`src/rtl/rom_dl_sequencer.sv`:
```
// Download-bus producer: buffers host bytes in a small FIFO and emits paced one-cycle
// ROMEN writes at sequential ROM addresses, with byte count, checksum and overrun tracking.
module rom_dl_sequencer #(
  parameter int          FIFO_AW  = 2,
  parameter int          GAP      = 1,
  parameter logic [24:0] END_ADDR = 25'h2C100
) (
  input  logic        CLK,
  input  logic        RESET_N,
  input  logic        DL_START,
  input  logic        DL_VALID,
  output logic        DL_READY,
  input  logic [7:0]  DL_DATA,
  input  logic        DL_LAST,
  output logic        ROMCL,
  output logic [24:0] ROMAD,
  output logic [7:0]  ROMDT,
  output logic        ROMEN,
  output logic        BUSY,
  output logic        DONE,
  output logic        OVERRUN,
  output logic [15:0] CHKSUM
);

  localparam int DEPTH = 1 << FIFO_AW;
  localparam int CW    = FIFO_AW + 1;
  localparam int GW    = (GAP < 1) ? 1 : $clog2(GAP + 1);

  typedef enum logic [1:0] {S_IDLE, S_LOAD, S_DRAIN, S_DONE} state_t;

  state_t              state_reg, state_next;
  logic [7:0]          fifo_mem [DEPTH];
  logic [FIFO_AW-1:0]  wr_ptr_reg, rd_ptr_reg;
  logic [CW-1:0]       count_reg;
  logic [24:0]         acc_addr_reg, wr_addr_reg, romad_reg;
  logic [7:0]          romdt_reg;
  logic                romen_reg, overrun_reg;
  logic [15:0]         chksum_reg;
  logic [GW-1:0]       gap_reg;

  logic                fifo_empty, fifo_full, accept, in_range, push, pop;
  logic [7:0]          pop_data;

  assign fifo_empty = (count_reg == '0);
  assign fifo_full  = (count_reg == CW'(DEPTH));
  assign DL_READY   = (state_reg == S_LOAD) && !fifo_full;
  assign accept     = DL_VALID && DL_READY && !DL_START;
  assign in_range   = (acc_addr_reg < END_ADDR);
  assign push       = accept && in_range;
  // An empty FIFO forwards the incoming byte straight to the write stage.
  assign pop        = !DL_START && (!fifo_empty || push) && (gap_reg == '0);
  assign pop_data   = fifo_empty ? DL_DATA : fifo_mem[rd_ptr_reg];

  always_comb begin
    state_next = state_reg;
    if (DL_START) begin
      state_next = S_LOAD;
    end else begin
      case (state_reg)
        S_LOAD:  if (accept && DL_LAST) state_next = S_DRAIN;
        S_DRAIN: if (fifo_empty && (gap_reg == '0) && !romen_reg) state_next = S_DONE;
        default: state_next = state_reg;
      endcase
    end
  end

  always_ff @(posedge CLK or negedge RESET_N) begin
    if (!RESET_N) state_reg <= S_IDLE;
    else          state_reg <= state_next;
  end

  always_ff @(posedge CLK) begin
    if (push) fifo_mem[wr_ptr_reg] <= DL_DATA;
  end

  always_ff @(posedge CLK or negedge RESET_N) begin
    if (!RESET_N) begin
      wr_ptr_reg   <= '0;
      rd_ptr_reg   <= '0;
      count_reg    <= '0;
      acc_addr_reg <= '0;
      wr_addr_reg  <= '0;
      romad_reg    <= '0;
      romdt_reg    <= '0;
      romen_reg    <= 1'b0;
      overrun_reg  <= 1'b0;
      chksum_reg   <= '0;
      gap_reg      <= '0;
    end else if (DL_START) begin
      // Abort/restart: drop queued bytes and all per-image bookkeeping.
      wr_ptr_reg   <= '0;
      rd_ptr_reg   <= '0;
      count_reg    <= '0;
      acc_addr_reg <= '0;
      wr_addr_reg  <= '0;
      romen_reg    <= 1'b0;
      overrun_reg  <= 1'b0;
      chksum_reg   <= '0;
      gap_reg      <= '0;
    end else begin
      if (push) wr_ptr_reg <= wr_ptr_reg + FIFO_AW'(1);
      if (pop)  rd_ptr_reg <= rd_ptr_reg + FIFO_AW'(1);
      case ({push, pop})
        2'b10:   count_reg <= count_reg + CW'(1);
        2'b01:   count_reg <= count_reg - CW'(1);
        default: count_reg <= count_reg;
      endcase

      if (accept) begin
        if (in_range) acc_addr_reg <= acc_addr_reg + 25'd1;
        else          overrun_reg  <= 1'b1;
      end

      if (pop) begin
        romen_reg   <= 1'b1;
        romad_reg   <= wr_addr_reg;
        romdt_reg   <= pop_data;
        chksum_reg  <= chksum_reg + {8'd0, pop_data};
        wr_addr_reg <= wr_addr_reg + 25'd1;
        gap_reg     <= GW'(GAP);
      end else begin
        romen_reg <= 1'b0;
        if (gap_reg != '0) gap_reg <= gap_reg - GW'(1);
      end
    end
  end

  assign ROMCL   = CLK;
  assign ROMAD   = romad_reg;
  assign ROMDT   = romdt_reg;
  assign ROMEN   = romen_reg;
  assign BUSY    = (state_reg == S_LOAD) || (state_reg == S_DRAIN);
  assign DONE    = (state_reg == S_DONE);
  assign OVERRUN = overrun_reg;
  assign CHKSUM  = chksum_reg;

endmodule

```
`config.mk`:
```
export PLATFORM = sky130hd
export DESIGN_NAME = rom_dl_sequencer
export DESIGN_NICKNAME = d
export VERILOG_FILES = /design/src/rtl/rom_dl_sequencer.sv
export SDC_FILE = /design/constraint.sdc
export NUM_CORES = 1
export LEC_CHECK = 0
export BUFFER_PORTS_ARGS = -buffer_cell sky130_fd_sc_hd__buf_2
export CORE_MARGIN = 2
export CORE_UTILIZATION = 30
export CTS_BUF_LIST = sky130_fd_sc_hd__clkbuf_4 sky130_fd_sc_hd__clkbuf_8 sky130_fd_sc_hd__clkbuf_16
export DETAILED_ROUTE_END_ITERATION = 7
export HOLD_SLACK_MARGIN = 0.1
export PLACE_DENSITY_LB_ADDON = 0.05
export SETUP_SLACK_MARGIN = 0.2
export SLEW_MARGIN = 20
export SYNTH_ARGS = -nofsm -noshare
export SYNTH_HDL_FRONTEND = slang
export SYNTH_SLANG_ARGS = --single-unit
```
`constraint.sdc`:
```
create_clock -name CLK -period 8 [get_ports CLK]
set_input_delay 0.8 -clock CLK [delete_from_list [all_inputs] [get_ports CLK]]
set_output_delay 0.8 -clock CLK [all_outputs]
set_load 0.005 [all_outputs]
```
==> results by group, run 1 <==
Run status
  • Status: finished, final reports clean

Worst setup path
  • Crit-path slowest cell: clkbuf_16
  • Most used cell, CP: clkbuf_16
  • Worst stage delay on the critical path: 0.13 ns
  • Crit path cell chain: clkbuf_16 -> clkbuf_16 -> buf_2
  • CP Class: clock port to primary output
  • Critical path buffers and inverters: 3
  • Critical path launch point type: clock port
  • Crit path arrival time: 4.36 ns
  • Critical Path Fanout Max: 2
  • CP Data Required Time: 7.20 ns
  • CP delay by family, top: buffers and inverters
  • Crit. End Element: primary output

Logic synthesis
  • Syn Area/Cell: 10.95 um^2
  • Yosys warnings: 0
  • Ys async rst share: 77.46%
  • Synth Area in Compound Gates: 10.36%
  • Mapped cell area: 6923 um^2
  • Number of synthesized flops with an enable pin: 32
  • #FFs+latches synth: 142
  • Largest family of logic cells by synthesized area: simple AND/OR/NAND/NOR gates
  • Post-Syn Nets: 664
  • XOR/XNOR Fraction of Synth Area: 1.518%
  • Post-synthesis sequential area ratio: 53.64%
  • Simple logic cell fraction of the synthesized area: 18.15%
  • Post-Synthesis Cells: 632
  • Post-synthesis mux area share: 9.615%
  • Synth Flop Type: dfrtp_1
  • Post-synthesis cell type count: 51
  • Post-Synth Adder-Cell Area: 3.651%

Global route
  • Grt ovf: 0
  • Vias in the first global route: 5,372
  • First-pass GRT wire length: 30.39 mm
  • Initial antenna violation count: 0
  • Global Route Usage Sum: 16.41%
  • Pin count of the biggest net entering global routing: 62

CTS
  • Clock slew at reported path FFs: 0.06 ns
  • Setup Fix Bufs, Post-CTS: 0
  • CTS tree: yes
  • PostCTS Resize Cnt: 0
  • Clock latency on the worst-skew pair: 0.53 ns
  • Cts hold-fix bufs: 0

Power and ir drop
  • Internal: 0.001610 W
  • Clock share of power: 32.9%
  • Maximum VDD drop: 0.1558 mV
  • Sequential power share: 35.7%
  • LEAKAGE: 3.549 nW
  • Switching Fraction: 36.25%
  • Power per cell area: 309.0 nW/um^2
  • Switching power: 0.0009153 W
  • Combinational Power Share: 31.4%

Floorplan
  • Die footprint: 24,310 um^2
  • Chip height: 155.9 um
  • Row cnt: 55
  • Initial core utilization: 30.58%
  • Core ar.: 22,640 um^2
  • Top-level I/O count: 68
  • Width of the chip: 155.9 um

STA
  • Measured slew at the worst slew-check pin: 0.9553 ns
  • Setup TNS Final: 0 ns
  • Count of final setup violators: 0
  • Relative slew slack: 36.17%
  • Clock Skews: 0.01046 ns
  • Max Slew Vio Count: 0
  • Hold Violations, Final: 0
  • RSZ-0062 raised after global routing: no

Cells and area
  • Area of the multi-input gates: 3008 um^2
  • Finished Cell Area: 8173 um^2
  • Reg with most FFs: fifo_mem
  • Antenna diodes: 0
  • Nets: 726
  • FF/Latch Area: 3714 um^2
  • Fillers: 2,227
  • Layout area overhead: 18.06%
  • Layout cell share with drive strength beyond 1: 23.34%
  • Max reg flops: 32

Detailed routing
  • Wl on met1: 9.075 mm
  • DR WL met2: 8.858 mm
  • DR vias: 5,143
  • Initial DRC count: 276
  • 1st-pass router iterations: 4
  • Total Routed Length: 18.82 mm
  • Antenna viol nets, final: 0
  • WL/cell: 18.97 um
  • Wire length on met3: 665 um
  • DRC violations left: 0
  • Uppermost layer routed: met4
  • Vias per cell: 5.184

Placement
  • GP Congestion: 0.7472
  • Post-DP HPWL: 12.55 mm
  • Port bufs: 67
  • Cell Area, Placed: 7540 um^2

Flow run
  • MaxCap Viol Count: 0

Worst hold path
  • Min-Delay Path Class: primary input to async pin
kinds of logic (layout without fill, tap and decap cells):
group / Yosys count / after routing
fa+ha+maj: 19 / 19
compound gates: 110 / 110
buf+inv: 54 / 129
flops: 142 / 142
xor+xnor: 12 / 12
simple gates: 243 / 243
mux: 52 / 52
cell type report:
cell class / instances / share of cell area, %
flip-flops and latches: 142 / 45.44
multi-input cells: 436 / 36.80
clock buffers: 22 / 6.353
repair buffers: 72 / 4.623
well taps: 285 / 4.363
clock inverters: 14 / 1.454
inverters: 21 / 0.9645
routing by layer:
metal / track usage (%) / vias to the layer above
li1: - / 2473
met1: 22.31 / 2565
met2: 25.79 / 88
met3: 3.556 / 17
met4: 6.073 / 0
met5: 0 / -
power by group through the flow:
stage	Clock [W]	Sequential (W)	Combinational [W]
floorplan	0.00000810	0.000877	0.000541
global placement	0.00000543	0.000917	0.000792
detailed placement	0.00000543	0.000918	0.000801
CTS	0.000862	0.000904	0.000803
global route	0.000894	0.000916	0.000890
finish	0.000831	0.000901	0.000793
cells in the mapped netlist (10+ instances only):
master | n | area (um^2)
dfrtp_1 | 110 | 2753
and2_1 | 11 | 68.82
nand4_1 | 30 | 187.7
nor4_1 | 10 | 62.56
a21oi_1 | 30 | 150.1
nand2_1 | 67 | 251.5
edfxtp_1 | 32 | 960.9
ha_1 | 17 | 212.7
nor2_1 | 34 | 127.6
nor3_1 | 11 | 55.05
nand3_1 | 22 | 110.1
o21ai_0 | 28 | 140.1
inv_1 | 21 | 78.83
nor2b_1 | 16 | 100.1
o311ai_0 | 11 | 96.34
mux2_2 | 36 | 405.4
or3_1 | 12 | 75.07
clkbuf_1 | 24 | 90.09
o31ai_1 | 14 | 105.1
final timing paths:
kind	slack, ns	startpoint	endpoint	cells after the start
worst min-delay path	0.30	RESET_N	ROMDT[6]	1
worst max-delay path	2.84	CLK	ROMCL	3
worst min register to register	0.50	ROMAD[19]	ROMAD[19]	1
worst max register to register	4.24	acc_addr_reg[12]	count_reg[2]	10
max in group asynchronous	6.40	RESET_N	CHKSUM[15]	2
min in group CLK	0.50	ROMAD[19]	ROMAD[19]	1
cell usage in the layout, fill, tap and decap left out, drive strengths merged, types with 3 or more instances in the layout:
cell and n:
xnor2 3, or3 12, and4 4, edfxtp 32, xor2 9, mux2 36, nor4 10, o311ai 11
clkbuf 21, and2 11, mux2i 8, o21ai 29, nand2 67, buf 73, o41ai 6, ha 17
dfrtp 110, or2 8, clkinvlp 4, o31ai 14, nor3 11, o211ai 3, a21oi 30, nor2b 16
inv 23, and3 5, nand4 30, mux4 8, nand3 22, or4 9, clkinv 7, nor2 34
stage by stage:
| step | worst slack (ns) | util (%) | power (W) | std cells | hold WS, ns |
|---|---|---|---|---|---|
| global placement | 3.098 | 33.30 | 0.001714 | 957 | 0.4855 |
| CTS | 2.833 | 36.10 | 0.002569 | 992 | 0.3318 |
| floorplan | 3.089 | - | 0.001426 | 632 | 0.4633 |
| detailed placement | 3.098 | 33.30 | 0.001724 | 957 | 0.4873 |
| global route | 2.833 | 36.10 | 0.002701 | 992 | 0.3525 |
| finish | 2.838 | 36.10 | 0.002525 | 992 | 0.3039 |
(Power assumes the default switching activity.)
==> run 2: changes to the inputs <==
Clock period 8 ns to 4.2 ns, I/O delays scaled along.
==> run 2 against run 1 <==
Cell count is 0.40% higher. Power is 93% higher. Flip-flop and latch count stayed put. Critical path depth is 6 higher. Clock skew is 0.0021 ns lower. Count of clock-buffer cells in the layout is 1 lower. Sequential share of layout area is 0.37 points lower. Largest cell class unchanged. Sequential power is 91% higher. Via count is 1.9% higher. Combinational power is 89% higher. Critical path type is now register to register. Setup slack worse by 2.0 ns. Register-to-register slack worse by 3.4 ns.
==> results by group, run 2 (same netlist as run 1, synthesis figures left out) <==
Run status
  • Status: finished, final reports clean (unchanged)

Detailed routing
  • DRC violations left: 0 (unchanged)
  • 1st-pass router iterations: 5 (was 4)
  • WL/cell: 18.66 um (was 18.97 um)
  • Total Routed Length: 18.58 mm (was 18.82 mm)
  • Vias per cell: 5.261 (was 5.184)
  • DR vias: 5,240 (was 5,143)
  • Antenna viol nets, final: 0 (unchanged)
  • Initial DRC count: 289 (was 276)

Worst setup path
  • Crit. End Element: register (was primary output)
  • CP delay by family, top: compound AO/OA/AOI/OAI gates (was buffers and inverters)
  • Critical path buffers and inverters: 0 (was 3)
  • Crit-path slowest cell: dfrtp_1 (was clkbuf_16)
  • Crit path cell chain: mux4_2 -> nand2_1 -> nand2_1 -> ha_1 -> nand3_1 -> o211ai_1 -> a21oi_1 -> or4_1 -> a21oi_1 (was clkbuf_16 -> clkbuf_16 -> buf_2)
  • CP Data Required Time: 4.65 ns (was 7.20 ns)
  • Worst stage delay on the critical path: 0.76 ns (was 0.13 ns)
  • Critical path launch point type: register (was clock port)
  • Critical Path Fanout Max: 10 (was 2)
  • Crit path arrival time: 3.84 ns (was 4.36 ns)
  • CP Class: register to register (was clock port to primary output)

Global route
  • First-pass GRT wire length: 30.32 mm (was 30.39 mm)
  • Met2 usage: 24.65% (was 25.79%)
  • Met1 Usage GRT: 22.40% (was 22.31%)
  • Vias in the first global route: 5,351 (was 5,372)
  • Global Route Usage Sum: 16.31% (was 16.41%)
  • Pin count of the biggest net entering global routing: 68 (was 62)
  • Met3 usage: 4.583% (was 3.556%)
  • Initial antenna violation count: 0 (unchanged)
  • Grt ovf: 0 (unchanged)
  • Gr busiest metal: met2 (unchanged)

STA
  • Max Slew Vio Count: 0 (unchanged)
  • RSZ-0062 raised after global routing: no (unchanged)
  • Measured slew at the worst slew-check pin: 0.8515 ns (was 0.9553 ns)
  • Post-route minimum period: 3.385 ns
  • Setup TNS Final: 0 ns (unchanged)
  • Count of final setup violators: 0 (unchanged)
  • Final worst setup slack: 0.8149 ns (was 2.838 ns)
  • Relative slew slack: 42.71% (was 36.17%)
  • Max Freq: 0.2954 GHz
  • Hold Violations, Final: 0 (unchanged)
  • Clock Skews: 0.008397 ns (was 0.01046 ns)
  • Tcrit/Tclk final: 80.60%

Placement
  • Pre-CTS setup slack: 0.7986 ns (was 3.098 ns)
  • GP Congestion: 0.7835 (was 0.7472)
  • Port bufs: 67 (unchanged)
  • Post-DP HPWL: 12.39 mm (was 12.55 mm)

Cells and area
  • Layout cell share with drive strength beyond 1: 23.77% (was 23.34%)
  • Nets: 730 (was 726)
  • Max reg flops: 32 (unchanged)
  • Layout area overhead: 19.01% (was 18.06%)
  • Commonest non-fill, non-tap cell in the layout: dfrtp_1 (unchanged)
  • Reg with most FFs: fifo_mem (unchanged)
  • Antenna diodes: 0 (unchanged)
  • Most frequent cells in the layout: dfrtp_1 (110), nand2_1 (67), buf_2 (66) (unchanged)

Floorplan
  • Die footprint: 24,310 um^2 (unchanged)
  • Core ar.: 22,640 um^2 (unchanged)
  • Row cnt: 55 (unchanged)
  • Top-level I/O count: 68 (unchanged)
  • Width of the chip: 155.9 um (unchanged)
  • Chip height: 155.9 um (unchanged)
  • Initial core utilization: 30.58% (unchanged)

CTS
  • Clock latency on the worst-skew pair: 0.54 ns (was 0.53 ns)
  • CTS tree: yes (unchanged)
  • Setup Fix Bufs, Post-CTS: 0 (unchanged)
  • PostCTS Resize Cnt: 0 (unchanged)
  • Clock slew at reported path FFs: 0.06 ns (about the same)

Power and ir drop
  • Power per cell area: 591.2 nW/um^2 (was 309.0 nW/um^2)
  • LEAKAGE: 3.581 nW (was 3.549 nW)
  • Maximum VDD drop: 0.4084 mV (was 0.1558 mV)

Flow run
  • MaxCap Viol Count: 0 (unchanged)

Worst hold path
  • Min-Delay Path Class: primary input to register (was primary input to async pin)
## run 2: cell type report
class / instances / area (um^2)
clock buffers: 21 / 505.5
multi-input cells: 436 / 3000
fillers: 2258 / 14400
inverters: 21 / 78.83
flip-flops and latches: 142 / 3714
clock inverters: 15 / 161.4
well taps: 285 / 356.6
repair buffers: 76 / 422.9
## run 2: timing repair
action,4_1_cts,5_1_grt
endpoints found under the hold margin,43,0
hold buffers,1,0
endpoints found under the setup margin,0,0
## run 2: worst register-to-register path: cells and delay by family, from the launching register on
| kind | cells | cell delay, ns |
|---|---|---|
| adder cells (fa/ha/maj) | 1 | 0.37 |
| multiplexers | 1 | 0.58 |
| AND/OR/NAND/NOR | 4 | 0.70 |
| flip-flops | 1 | 0.76 |
| AO/OA/AOI/OAI | 3 | 0.90 |
## run 2: path summary, 6_finish.rpt
path,startpoint,slack [ns],to,cells past startpoint
worst max-delay path,rd_ptr_reg[0],0.81,CHKSUM[13],9
worst min register to register,ROMAD[1],0.50,ROMAD[1],1
worst max register to register,rd_ptr_reg[0],0.81,CHKSUM[13],9
worst min-delay path,DL_DATA[7],0.12,fifo_mem[1][7],1
max in group asynchronous,RESET_N,2.95,acc_addr_reg[21],3
min in group asynchronous,RESET_N,0.44,ROMDT[5],2
## run 2: report_power, final
group          internal [W]  switching (W)  leakage, nW  total, W
clock               0.00101       0.000648        0.317   0.00166
combinational      0.000578       0.000919         1.47   0.00150
sequential          0.00156       0.000162         1.79   0.00172
total               0.00314        0.00173         3.58   0.00487
## run 2: per-layer routing
| metal | vias to the layer above | wire length (um) |
|---|---|---|
| li1 | 2479 | - |
| met1 | 2607 | 8974 |
| met2 | 127 | 8305 |
| met3 | 27 | 977 |
| met4 | 0 | 323 |
| met5 | - | 0 |
## run 2: through the flow
step | hold slack, ns | std cells | util (%) | cell area [um^2] | power, W
floorplan | 0.1244 | 632 | - | 6923 | 0.002716
detailed placement | 0.4875 | 960 | 33.42 | 7567 | 0.003285
global route | 0.1036 | 996 | 36.39 | 8239 | 0.005213
CTS | 0.1046 | 996 | 36.39 | 8239 | 0.004957
finish | 0.1211 | 996 | 36.39 | 8239 | 0.004871
global placement | 0.4792 | 960 | 33.42 | 7567 | 0.003266
==> run 3: changes to the inputs <==
Settings changed: ABC_AREA from default to 1.
Clock period 4.2 ns to 3.3 ns, I/O delays scaled along.
==> run 3 against run 2 <==
Register-to-register slack worse by 0.42 ns. Power rose by 33%. Non-clock buffer count grew 14. Sequential share of layout area fell by 2.6 points. Count of clock-buffer cells in the layout is 1 higher. Routed wire length up 4.5%. First-iteration DRC count is 16% higher. Die area rose by 5.8%. Cell count up 29%. Core utilization decreased by 0.22 points. Sequential power is 29% higher. Critical path type unchanged. Highest routed layer unchanged.
==> results by group, run 3 <==
STA
  • Relative slew slack: 44.44% (was 42.71%)
  • RSZ-0062 raised after global routing: no (unchanged)
  • Max Freq: 0.3437 GHz (was 0.2954 GHz)
  • Measured slew at the worst slew-check pin: 0.8334 ns (was 0.8515 ns)
  • Setup TNS Final: 0 ns (unchanged)
  • Post-route minimum period: 2.910 ns (was 3.385 ns)
  • Hold Violations, Final: 0 (unchanged)
  • Max Slew Vio Count: 0 (unchanged)
  • Count of final setup violators: 0 (unchanged)
  • Clock Skews: 0.01169 ns (was 0.008397 ns)
  • Tcrit/Tclk final: 88.18% (was 80.60%)

Placement
  • Post-DP HPWL: 13.78 mm (was 12.39 mm)
  • GP Congestion: 0.7951 (was 0.7835)
  • Cell Area, Placed: 7975 um^2 (was 7567 um^2)
  • Port bufs: 67 (unchanged)
  • Post-placement cell count: 1,238 (was 960)

Detailed routing
  • DR vias: 5,860 (was 5,240)
  • 1st-pass router iterations: 7 (was 5)
  • Vias per cell: 4.564 (was 5.261)
  • Total Routed Length: 19.43 mm (was 18.58 mm)
  • WL/cell: 15.13 um (was 18.66 um)
  • Antenna viol nets, final: 0 (unchanged)
  • Initial DRC count: 335 (was 289)
  • DRC violations left: 0 (unchanged)

Worst setup path
  • Critical path buffers and inverters: 2 (was 0)
  • Critical path launch point type: register (unchanged)
  • Most used cell, CP: nand2_1
  • CP delay by family, top: simple AND/OR/NAND/NOR gates (was compound AO/OA/AOI/OAI gates)
  • Register-to-Register Path Depth: 14 (was 9)
  • Crit path arrival time: 3.32 ns (was 3.84 ns)
  • R2R setup slack: 0.39 ns (was 0.81 ns)
  • Worst stage delay on the critical path: 0.52 ns (was 0.76 ns)
  • Crit path cell chain: clkinvlp_4 -> nor2_1 -> o21ai_0 -> a31oi_1 -> ha_1 -> a21oi_1 -> inv_1 -> nor2_1 -> nand2_1 -> nand2_1 -> nand2_1 -> or2_2 -> nand3_1 -> o21ai_1 (was mux4_2 -> nand2_1 -> nand2_1 -> ha_1 -> nand3_1 -> o211ai_1 -> a21oi_1 -> or4_1 -> a21oi_1)
  • Crit-path slowest cell: dfrtp_2 (was dfrtp_1)
  • Worst reg2reg path startpoint: rd_ptr_reg[1] (was rd_ptr_reg[0])
  • Critical Path Fanout Max: 10 (unchanged)
  • FF-to-FF End: CHKSUM[13] (unchanged)
  • CP Data Required Time: 3.71 ns (was 4.65 ns)
  • Crit. End Element: register (unchanged)
  • CP Class: register to register (unchanged)

Logic synthesis
  • Ys async rst share: 77.46% (unchanged)
  • #FFs+latches synth: 142 (unchanged)
  • Post-synthesis cell type count: 50 (was 51)
  • Syn Area/Cell: 8.513 um^2 (was 10.95 um^2)
  • Top-count cell post-synth: nand2_1 (was dfrtp_1)
  • Post-Synthesis Cells: 862 (was 632)
  • Number of synthesized flops with an enable pin: 32 (unchanged)
  • Cell accounting for the most synthesized area: dfrtp_1 (unchanged)
  • Commonest cells post-synth: nand2_1 (233), nor2_1 (116), dfrtp_1 (110) (was dfrtp_1 (110), nand2_1 (67), mux2_2 (36))
  • Post-synthesis sequential area ratio: 50.61% (was 53.64%)
  • Area contributors post-synth: dfrtp_1 (38%), edfxtp_1 (13%), nand2_1 (12%) (was dfrtp_1 (40%), edfxtp_1 (14%), mux2_2 (5.9%))
  • Synth Flop Type: dfrtp_1 (unchanged)
  • Yosys warnings: 0 (unchanged)
  • Post-Syn Nets: 894 (was 664)
  • Mapped cell area: 7338 um^2 (was 6923 um^2)
  • Area share of the largest cell type after synthesis: 37.51% (was 39.76%)

Global route
  • Grt ovf: 0 (unchanged)
  • Global Route Usage Sum: 15.96% (was 16.31%)
  • Vias in the first global route: 5,968 (was 5,351)
  • Initial antenna violation count: 0 (unchanged)
  • First-pass GRT wire length: 32.38 mm (was 30.32 mm)
  • Pin count of the biggest net entering global routing: 57 (was 68)

Cells and area
  • Antenna diodes: 0 (unchanged)
  • Finished Cell Area: 8746 um^2 (was 8239 um^2)
  • Fillers: 2,567 (was 2,258)
  • Layout cell share with drive strength beyond 1: 15.83% (was 23.77%)
  • Max reg flops: 32 (unchanged)
  • Nets: 979 (was 730)
  • Final std cells w/o fill: 1,284 (was 996)
  • Area of the multi-input gates: 3110 um^2 (was 3000 um^2)
  • FF/Latch Area: 3716 um^2 (was 3714 um^2)
  • Most frequent cells in the layout: nand2_1 (233), nor2_1 (116), dfrtp_1 (108) (was dfrtp_1 (110), nand2_1 (67), buf_2 (66))
  • Layout area overhead: 19.18% (was 19.01%)
  • Commonest non-fill, non-tap cell in the layout: nand2_1 (was dfrtp_1)
  • Reg with most FFs: fifo_mem (unchanged)

Floorplan
  • Width of the chip: 160.4 um (was 155.9 um)
  • Row cnt: 57 (was 55)
  • Initial core utilization: 30.35% (was 30.58%)
  • Top-level I/O count: 68 (unchanged)
  • Die footprint: 25,730 um^2 (was 24,310 um^2)
  • Chip height: 160.4 um (was 155.9 um)
  • Core ar.: 24,180 um^2 (was 22,640 um^2)

Power and ir drop
  • Maximum VDD drop: 0.2579 mV (was 0.4084 mV)
  • LEAKAGE: 4.040 nW (was 3.581 nW)
  • Power per cell area: 743.5 nW/um^2 (was 591.2 nW/um^2)

Worst hold path
  • Hold Path Depth: 5 (was 1)
  • WHS Endpoint: OVERRUN (was fifo_mem[1][7])
  • Min-Delay Path Class: primary input to register (unchanged)
  • Worst hold start: DL_VALID (was DL_DATA[7])

Run status
  • Status: finished, final reports clean (unchanged)

Flow run
  • MaxCap Viol Count: 0 (unchanged)

CTS
  • CTS tree: yes (unchanged)
  • Clock slew at reported path FFs: 0.07 ns (was 0.06 ns)
  • Clock latency on the worst-skew pair: 0.53 ns (was 0.54 ns)
[run 3: cell types whose count changed after synthesis, moves of 13 or more]
cell | previous run | this run
a21oi_1 | 30 | 17
o21ai_0 | 28 | 41
mux2_2 | 36 | 0
inv_1 | 21 | 74
nand3_1 | 22 | 41
nor2_1 | 34 | 116
o21ai_1 | 0 | 26
nand4_1 | 30 | 13
clkbuf_1 | 24 | 7
xor2_1 | 9 | 22
nand2_1 | 67 | 233
nor2b_1 | 16 | 0
[run 3: routing by layer]
layer  routed length (um)  part of all wire, %  vias up  track usage [%]
li1                     -                    -     2974                -
met1                 9997                   51     2803            23.29
met2                 8867                   46       74            24.63
met3                  439                  2.3        9            2.867
met4                  122                 0.63        0            3.726
met5                    0                    0        -                0
[run 3: stage by stage]
| step | utilization [%] | power, W | hold WS [ns] | setup slack [ns] |
|---|---|---|---|---|
| floorplan | - | 0.003810 | 0.03441 | 0.6558 |
| global placement | 32.99 | 0.004472 | 0.4129 | 0.3040 |
| detailed placement | 32.99 | 0.004464 | 0.4129 | 0.2544 |
| CTS | 35.97 | 0.006543 | 0.2344 | 0.2332 |
| global route | 36.17 | 0.007028 | 0.2732 | 0.2201 |
| finish | 36.17 | 0.006503 | 0.2499 | 0.3902 |
[run 3: cell type report]
| cell class | count | share of cell area, % |
|---|---|---|
| Clock buffer | 22 | 5.866 |
| Sequential cell | 142 | 42.49 |
| Multi-Input combinational cell | 610 | 35.57 |
| Inverter | 82 | 3.634 |
| Clock inverter | 14 | 1.402 |
| Tap cell | 324 | 4.635 |
| Timing Repair Buffer | 90 | 6.409 |
[run 3: worst max path at each step]
stage                             to  slack (ns)  depth (start not counted)           from
after floorplan           CHKSUM[13]        0.66                         14   count_reg[2]
after global placement    CHKSUM[13]        0.30                         14  rd_ptr_reg[1]
after detailed placement  CHKSUM[13]        0.25                         14  rd_ptr_reg[1]
after CTS                 CHKSUM[13]        0.23                         14  rd_ptr_reg[1]
after global routing      CHKSUM[13]        0.22                         14  rd_ptr_reg[1]
final                     CHKSUM[13]        0.39                         14  rd_ptr_reg[1]
[run 3: where the power goes]
group	leakage, nW	switching [W]	total (W)	internal [W]
clock network	0.305	0.000873	0.00203	0.00116
logic	1.95	0.00146	0.00224	0.000783
registers	1.79	0.000216	0.00222	0.00201
total	4.04	0.00255	0.00650	0.00395
[run 3: logic make-up (layout without fill, tap and decap cells)]
kind of cell / count (synthesis) / count (layout) / share of synthesized area (%)
AOI/OAI and AO/OA: 116 / 116 / 9.275
xor gates and xnor gates: 31 / 31 / 3.700
adders and majority gates: 19 / 19 / 3.444
buffers and inverters: 110 / 208 / 7.178
DFF: 142 / 142 / 50.61
and+or+nand+nor: 444 / 444 / 25.80
[run 3: worst reg2reg max path: cells and delay by family (launching register included)]
| kind | cells | cell delay [ns] |
|---|---|---|
| flip-flops | 1 | 0.52 |
| AND/OR/NAND/NOR | 7 | 0.83 |
| adder cells (fa/ha/maj) | 1 | 0.35 |
| buffers and inverters | 2 | 0.33 |
| AO/OA/AOI/OAI | 4 | 0.78 |
[run 3: repair_timing]
action | in CTS | in global routing
endpoints found under the hold margin | 86 | 0
hold buffers | 9 | 0
buffers inserted | 0 | 2
endpoints found under the setup margin | 0 | 9
gates resized for setup | 0 | 6
